===== src/rtl/pwm_multi_if.sv =====
// Configuration handshake bundle for pwm_multi: the period, per-channel duty and
// alignment mode, offered with valid/ready.
interface pwm_multi_if #(
    parameter int N  = 16,
    parameter int CH = 4
);
    logic            cfg_valid;
    logic            cfg_ready;
    logic [N-1:0]    cfg_period;
    logic [CH*N-1:0] cfg_duty;
    logic            cfg_center;

    modport master (output cfg_valid, cfg_period, cfg_duty, cfg_center, input cfg_ready);
    modport slave  (input cfg_valid, cfg_period, cfg_duty, cfg_center, output cfg_ready);
endinterface


===== src/rtl/pwm_multi.sv =====
// Multi-channel double-buffered PWM driven from one shared period counter.
// Center-aligned counting is built only when PWM_MULTI_CENTER_EN is defined.
module pwm_multi #(
    parameter int N  = 16,
    parameter int CH = 4
) (
    input  logic          clk,
    input  logic          reset_n,
    input  logic          enable_i,
    pwm_multi_if.slave    cfg,
    output logic [CH-1:0] pwm_out_o,
    output logic [N-1:0]  count_o,
    output logic          cycle_start_o
);
    localparam logic [N-1:0] ONE = {{(N-1){1'b0}}, 1'b1};

    logic [N-1:0]  count_q, count_d;
    logic [N-1:0]  period_q, period_d, period_sh_q;
    logic [N-1:0]  duty_q    [CH];
    logic [N-1:0]  duty_d    [CH];
    logic [N-1:0]  duty_sh_q [CH];
    logic [CH-1:0] pwm_q, pwm_d;
    logic          cs_q, cs_d;
    logic          pending_q, pending_d;
    logic          ready_q, run_q;
    logic          xfer, at_top, boundary, restart, apply, going_down;

`ifdef PWM_MULTI_CENTER_EN
    logic center_q, center_d, center_sh_q, down_q, down_d;
`else
    logic unused_center;
    assign unused_center = cfg.cfg_center;
`endif

    always_comb begin
        xfer   = cfg.cfg_valid && ready_q;
        at_top = (count_q == period_q);
`ifdef PWM_MULTI_CENTER_EN
        // At the top of a center-aligned period the next step is already downward.
        going_down = center_q && (down_q || at_top);
        boundary   = center_q ? ((period_q == '0) || (going_down && count_q == ONE)) : at_top;
`else
        going_down = 1'b0;
        boundary   = at_top;
`endif
        // Halted and first-enabled edges behave like boundaries: counter restarts at 0.
        restart   = !enable_i || !run_q || boundary;
        apply     = pending_q && restart;
        period_d  = apply ? period_sh_q : period_q;
        pending_d = xfer || (pending_q && !apply);

        count_d = count_q + ONE;
        cs_d    = 1'b0;
        if (!enable_i) begin
            count_d = '0;
        end else if (restart) begin
            count_d = '0;
            cs_d    = 1'b1;
        end else if (going_down) begin
            count_d = count_q - ONE;
        end
    end

`ifdef PWM_MULTI_CENTER_EN
    always_comb begin
        center_d = apply ? center_sh_q : center_q;
        down_d   = enable_i && !restart && going_down;
    end
`endif

    // Compare against the next count and next duty so outputs line up with count_o.
    generate
        for (genvar gi = 0; gi < CH; gi++) begin : g_ch
            assign duty_d[gi] = apply ? duty_sh_q[gi] : duty_q[gi];
            assign pwm_d[gi]  = enable_i && (count_d < duty_d[gi]);
        end
    endgenerate

    always_ff @(posedge clk) begin
        if (!reset_n) begin
            count_q     <= '0;
            period_q    <= '0;
            period_sh_q <= '0;
            pwm_q       <= '0;
            cs_q        <= 1'b0;
            pending_q   <= 1'b0;
            ready_q     <= 1'b1;
            run_q       <= 1'b0;
            for (int i = 0; i < CH; i++) begin
                duty_q[i]    <= '0;
                duty_sh_q[i] <= '0;
            end
`ifdef PWM_MULTI_CENTER_EN
            center_q    <= 1'b0;
            center_sh_q <= 1'b0;
            down_q      <= 1'b0;
`endif
        end else begin
            count_q   <= count_d;
            period_q  <= period_d;
            pwm_q     <= pwm_d;
            cs_q      <= cs_d;
            pending_q <= pending_d;
            ready_q   <= !pending_d;
            run_q     <= enable_i;
            for (int i = 0; i < CH; i++) begin
                duty_q[i] <= duty_d[i];
            end
            if (xfer) begin
                period_sh_q <= cfg.cfg_period;
                for (int i = 0; i < CH; i++) begin
                    duty_sh_q[i] <= cfg.cfg_duty[i*N +: N];
                end
`ifdef PWM_MULTI_CENTER_EN
                center_sh_q <= cfg.cfg_center;
`endif
            end
`ifdef PWM_MULTI_CENTER_EN
            center_q <= center_d;
            down_q   <= down_d;
`endif
        end
    end

    assign pwm_out_o     = pwm_q;
    assign count_o       = count_q;
    assign cycle_start_o = cs_q;
    assign cfg.cfg_ready = ready_q;
endmodule


===== src/flat_wrapper.sv =====
// flat-port wrapper written by rule: the top's interface ports become plain ports
module pwm_multi_flat 
#(
    parameter int N  = 16,
    parameter int CH = 4
)
  (clk, reset_n, enable_i, pwm_out_o, count_o, cycle_start_o, cfg_cfg_valid, cfg_cfg_period, cfg_cfg_duty, cfg_cfg_center, cfg_cfg_ready);
  pwm_multi_if #(.N(N), .CH(CH)) cfg_i ();
  input  logic clk;
  input  logic reset_n;
  input  logic enable_i;
  output logic [CH-1:0] pwm_out_o;
  output logic [N-1:0] count_o;
  output logic cycle_start_o;
  input wire logic [$bits(cfg_i.cfg_valid)-1:0] cfg_cfg_valid;
  input wire logic [$bits(cfg_i.cfg_period)-1:0] cfg_cfg_period;
  input wire logic [$bits(cfg_i.cfg_duty)-1:0] cfg_cfg_duty;
  input wire logic [$bits(cfg_i.cfg_center)-1:0] cfg_cfg_center;
  output wire logic [$bits(cfg_i.cfg_ready)-1:0] cfg_cfg_ready;
  assign cfg_i.cfg_valid = cfg_cfg_valid;
  assign cfg_i.cfg_period = cfg_cfg_period;
  assign cfg_i.cfg_duty = cfg_cfg_duty;
  assign cfg_i.cfg_center = cfg_cfg_center;
  assign cfg_cfg_ready = cfg_i.cfg_ready;
  pwm_multi #(.N(N), .CH(CH)) u_core (.clk(clk), .reset_n(reset_n), .enable_i(enable_i), .cfg(cfg_i), .pwm_out_o(pwm_out_o), .count_o(count_o), .cycle_start_o(cycle_start_o));
endmodule

===== config.mk =====
export PLATFORM = sky130hd
export DESIGN_NAME = pwm_multi_flat
export DESIGN_NICKNAME = d
export VERILOG_FILES = /design/src/rtl/pwm_multi_if.sv /design/src/rtl/pwm_multi.sv /design/src/flat_wrapper.sv
export SDC_FILE = /design/constraint.sdc
export NUM_CORES = 1
export LEC_CHECK = 0
export ABC_CLOCK_PERIOD_IN_PS = 4200
export CAP_MARGIN = 15
export CORE_MARGIN = 3
export CORE_UTILIZATION = 50
export DETAILED_ROUTE_END_ITERATION = 8
export PLACE_DENSITY_LB_ADDON = 0.1
export RECOVER_POWER = 100
export SETUP_SLACK_MARGIN = 0.2
export SLEW_MARGIN = 20
export SYNTH_ARGS = -nofsm -noshare
export SYNTH_HDL_FRONTEND = slang
export SYNTH_SLANG_ARGS = --single-unit

===== constraint.sdc =====
create_clock -name clk -period 4.2 [get_ports clk]
set_input_delay 0.84 -clock clk [delete_from_list [all_inputs] [get_ports clk]]
set_output_delay 0.84 -clock clk [all_outputs]
set_load 0.03 [all_outputs]

Yosys cells after proc, flatten, opt, wreduce, memory -nomap -nowiden
Memory sizes are Yosys's and may differ from the RTL's.
Index checks and enable logic that the tools add are counted.
- reduce and logical (&&, ||, !) cells: 15
- add/subtract/negate cells: 1
- equality and inequality tests: 1
- bitwise gates (word level): 8
- magnitude comparators: 4
- mux-type cells: 20
- operators with widths (kind ; count):
    2-to-1 mux 16 bit ; 14
    < comparator 16 bit ; 4
    adder 16 x 1 -> 16 bit (second input constant) ; 1
    == test 16 bit ; 1
    bitwise OR 1 bit ; 8
    logical AND 1 bit ; 7
    2-to-1 mux 1 bit ; 6
    logical NOT 1 bit ; 4
    logical OR 1 bit ; 3
    AND reduction 2 bit ; 1
- output and inout port bits: 22
- flip-flop bits (word level): 56
- memories kept: 2
- RAM bits: 128
- input bits: 85
- word-level logic and storage cells: 59
- memory list (name ; depth ; bits a word ; rd ports ; clocked after memory_dff ; wr ports ; RTL line ; text):
    u_core.duty_q ; 4 ; 16 ; 4 ; 0 ; 4 ; pwm_multi.sv:19 ; logic [N-1:0] duty_q [CH];
    u_core.duty_sh_q ; 4 ; 16 ; 4 ; 0 ; 4 ; pwm_multi.sv:21 ; logic [N-1:0] duty_sh_q [CH];

Longest topological paths before layout
Gate-level depths: netlist (run 1).
- word-level depth: 8
- gate-level depth with buffers: 15
- depth with buffers taken out: 11

Least setup slack after synthesis (run 1)
Ideal clock, no wire load.
- kind: reg-to-reg
- start point: register u_core.count_q[0] (netlist: u_core.count_o[0])
- end point: register u_core.pwm_q[0] (netlist: u_core.pwm_out_o[0])
- required time: 4.142 ns
- arrival time: 3.358 ns
- stages on the path, launching flop included: 16
- slack: 0.784 ns
- setup time: 0.058 ns
- period minus slack after synthesis: 3.416 ns
- buffers on the path: 4
- cells stage by stage: dfxtp_1 > buf_2 > xor2_1 > nor4_2 > nand4_2 > a21boi_1 > buf_4 > buf_12 > buf_12 > mux2i_1 > ha_1 > a21o_1 > a21o_1 > a2111oi_0 > o211a_1 > o211a_1
- longest elaborated chain between the ends: 6
- elaborated cells between the ends (all ways): 9
- those cells by class: add/sub: 1; order compare: 1; eq/ne: 1; mux: 3; reduce/logical: 3
- RTL lines (item ; RTL line ; text):
    start: declaration ; pwm_multi.sv:17 ; logic [N-1:0] count_q, count_d;
    start signal: assignment ; pwm_multi.sv:99 ; count_q <= count_d;
    branches (longest 4 deep; another with adder 16 x 1 -> 16 bit) ; -- ;
    < comparator 16 bit (*) ; pwm_multi.sv:75 ; assign pwm_d[gi] = enable_i && (count_d < duty_d[gi]);
    logical AND 1 bit (*) ; pwm_multi.sv:75 ;
    end signal: assignment ; pwm_multi.sv:101 ; pwm_q <= pwm_d;
    end: declaration ; pwm_multi.sv:22 ; logic [CH-1:0] pwm_q, pwm_d;
Every way passes the cells marked *.
A chain may end at the register's enable or synchronous reset.

Worst setup path after layout (run 1)
- start point: register u_core.count_q[9] (netlist: u_core.count_o[9])
- end point: register u_core.pwm_q[0] (netlist: u_core.pwm_out_o[0])
The elaborated chain is that of the path after synthesis.

==> flow_summary.json, run 1 <==
{
  "outcome": "finished with violations",
  "violations": "max-capacitance violations, max-slew violations",
  "drcViolationCount": 0,
  "design.portCount": 107,
  "drv_slew": 196,
  "finish.utilization_pct": 61.9,
  "synth.avg_cell_area_um2": 10.5,
  "crit_arrival_ns": 4.14,
  "num_rows": 49,
  "final-setup-viol-count": 0,
  "gp_congestion": 0.870,
  "critPathLaunchType": "flip-flop",
  "wirelength_mm": 20.1,
  "coreArea_um2": 18100,
  "reg2reg_setup_slack_ns": 0.44,
  "port_buffers": 105,
  "start_util_pct": 51.4,
  "worst_setup_path_end_kind": "flip-flop",
  "slew_headroom_pct": -10.7,
  "path_cells": "xor2_1, nor4_1, nand4_2, a21boi_4, clkbuf_1, buf_12, buf_12, mux2i_1, ha_1, a21oi_1, nor2b_1, a2111oi_0, o211a_1, o211a_1",
  "critPathLaunch": "u_core.count_o[9]",
  "viasPerCell": 5.17,
  "track_usage_pct": 20.6,
  "n_antenna_cell": 0,
  "vias": 6455,
  "drv_cap": 3,
  "numClockSinks": 184,
  "p_total_w": 0.00405,
  "cts_root_buf": "clkbuf_16",
  "syn2layout_area_growth_pct": 20.5,
  "synth_ff_type": "dfxtp_1",
  "yosysMostFrequentCell": "nand2_1",
  "r2r_cells": 14,
  "crit_cells": 14,
  "finalCritPeriodShare_pct": 89.6,
  "synth_seq_cells": 184,
  "first_global_vias": 6425,
  "reg2reg_to": "u_core.pwm_out_o[0]",
  "required_ns": 4.58,
  "crit_buf_inv": 3,
  "firstDrtPassIters": 4,
  "yosysUniqueCellTypes": 45,
  "yosys_warnings": 0,
  "path_delay_family": "compound AO/OA/AOI/OAI gates",
  "die_w_um": 143,
  "finalNetCount": 1153,
  "setup_tns_ns": 0,
  "cp_slowest_cell": "dfxtp_1",
  "cts_tree": "done",
  "path_clk_slew_ns": 0.07,
  "syn-instance-count": 887,
  "antenna_left": 0,
  "min_from": "u_core.duty_q[0][50]",
  "p_leak_nw": 4.52,
  "period_needed_ns": 3.76,
  "critPathCapture": "u_core.pwm_out_o[0]",
  "cp_slowest_stage_delay_ns": 0.52,
  "netlist_top_cells_area": "dfxtp_1, edfxtp_1, mux2i_1",
  "grt_overflow": 0,
  "clock_skew_ns": 0.0122,
  "synth_fp_nets": 1033,
  "worst_pin_slew_ns": 1.66,
  "reg2reg_from": "u_core.count_o[9]",
  "cts_max_path_buffers": 2,
  "die_area_um2": 20300,
  "drive_gt1_share_pct": 7.45,
  "cts_buffers": 17,
  "max_freq_mhz": 266,
  "synth_edf_count": 64,
  "syn_area_um2": 9330,
  "critical_path.max_fanout": 15,
  "grt_first_pass_wirelength_mm": 32.7,
  "fillCellCount": 1502,
  "synthDominantCellAreaShare_pct": 25.8,
  "wl_per_cell_um": 16.1,
  "die_y_um": 143,
  "dpl.hpwl_mm": 14.4,
  "cts_hold_buf": 0,
  "hold_viol": 0,
  "hold_path.class": "reg2reg",
  "async_flop_share_pct": 0,
  "synth_area_leader_cell": "dfxtp_1",
  "grt_max_degree": 88,
  "cellPowerDensity_nw_per_um2": 360,
  "htreeDepth": 4,
  "antenna_found_initial": 0,
  "irDropWorstVdd_mv": 0.280,
  "grt_setup_unrepaired": "false",
  "path_class": "reg2reg",
  "yosysSeqAreaShare_pct": 46.4,
  "synth_commonest_cells": "nand2_1, mux2i_1, dfxtp_1",
  "drt_iter0_drc": 343,
  "clk_latency_ns": 0.44
}
[stage by stage]
stage | setup slack, ns | instance area, um^2 | cells | hold slack (ns)
after floorplan | 0.784 | 9330 | 887 | 0.434
after global placement | 0.320 | 10700 | 1215 | 0.442
after detailed placement | 0.273 | 10700 | 1215 | 0.447
after CTS | 0.469 | 11300 | 1247 | 0.459
after global routing | 0.156 | 11200 | 1249 | 0.473
final | 0.437 | 11200 | 1249 | 0.457
[how the worst min path moves through the flow]
| stage | endpoint | depth (start not counted) |
|---|---|---|
| 2_1_floorplan | u_core.duty_q[0][10] | 2 |
| 3_3_place_gp | u_core.duty_q[0][40] | 2 |
| 3_5_place_dp | u_core.duty_q[0][47] | 2 |
| 4_1_cts | u_core.duty_q[0][8] | 2 |
| 5_1_grt | u_core.duty_q[0][38] | 2 |
| 6_report | u_core.duty_q[0][50] | 2 |
[worst min-delay path: stages, from the launching register on]
cell     delay (ns)
dfxtp_1        0.31
nand2_1        0.05
mux2i_1        0.05
[state kept, by name, summed over array words and instances (netlist names)]
register and cells:
u_core.duty_sh_q 64, u_core.pwm_out_o 4, u_core.period_sh_q 16, u_core.count_o 16
u_core.pending_q 1, u_core.duty_q 64, u_core.cfg.cfg_ready 1, u_core.cycle_start_o 1
u_core.period_q 16, u_core.run_q 1
[cell usage in the layout, fill, tap and decap left out, types with 3 or more instances in the layout]
cell type / netlist / routed
o21ai_0: 11 / 11
a21oi_1: 19 / 19
xnor2_1: 6 / 6
nand3_1: 10 / 10
and3_1: 4 / 4
edfxtp_1: 64 / 64
and4_1: 4 / 4
inv_8: 0 / 3
a21o_1: 13 / 13
clkinv_4: 0 / 3
and2_1: 65 / 32
nor3_1: 3 / 3
mux2i_1: 143 / 143
nor2_1: 42 / 42
o2111ai_1: 3 / 3
nand2_1: 177 / 177
xor2_1: 24 / 24
inv_1: 6 / 6
a22o_1: 16 / 16
and2_0: 0 / 33
dlygate4sd3_1: 0 / 24
inv_6: 0 / 4
a211oi_1: 4 / 4
clkbuf_1: 30 / 8
a211o_1: 3 / 3
dfxtp_1: 120 / 120
clkdlybuf4s50_1: 0 / 80
nor4_1: 5 / 5
nand4_1: 12 / 12
ha_1: 61 / 61
buf_12: 11 / 5
clkbuf_16: 0 / 17
buf_4: 5 / 32
[layout make-up]
cell class	instances	area, um^2	area share (%)
sequential	184	4320	38.5
tap	229	287	2.55
clock inverter	15	159	1.41
timing repair buffer	151	1420	12.6
multi-input combinational	647	4600	40.9
clock buffer	17	425	3.79
inverter	6	22.5	0.200
[cells by family after synthesis]
family	share of synthesized area, %
and+or+nand+nor	16.0
DFF	46.4
muxes	15.5
AOI/OAI and AO/OA	6.73
adders and majority gates	8.18
buffers and inverters	4.47
xor gates and xnor gates	2.82
[repair_timing]
action,CTS,global route
buffers inserted,0,2
endpoints found under the setup margin,0,1
gates resized for setup,0,1
[where the power goes]
part           leakage [nW]  internal, W  switching (W)
logic                  2.56     0.000224       0.000233
clock network         0.287     0.000843       0.000753
registers              1.67      0.00194      0.0000533
[routing by layer]
metal	up-vias	wire, um	track usage, %
li1	3354	-	-
met1	2980	9440	28.1
met2	108	9400	33.5
met3	13	1060	4.67
met4	0	201	5.05
met5	-	0	0
Note: power is estimated with default switching activity, not from simulation.
==> run 2: changes to the inputs <==
--- a/config.mk
+++ b/config.mk
@@ -9,6 +9,7 @@
 export CAP_MARGIN = 15
 export CORE_MARGIN = 3
 export CORE_UTILIZATION = 50
+export CTS_CLUSTER_DIAMETER = 60
 export DETAILED_ROUTE_END_ITERATION = 8
 export PLACE_DENSITY_LB_ADDON = 0.1
 export RECOVER_POWER = 100
==> results of run 2 <==
The final DEF is identical to that of run 1; final timing and power are the same.
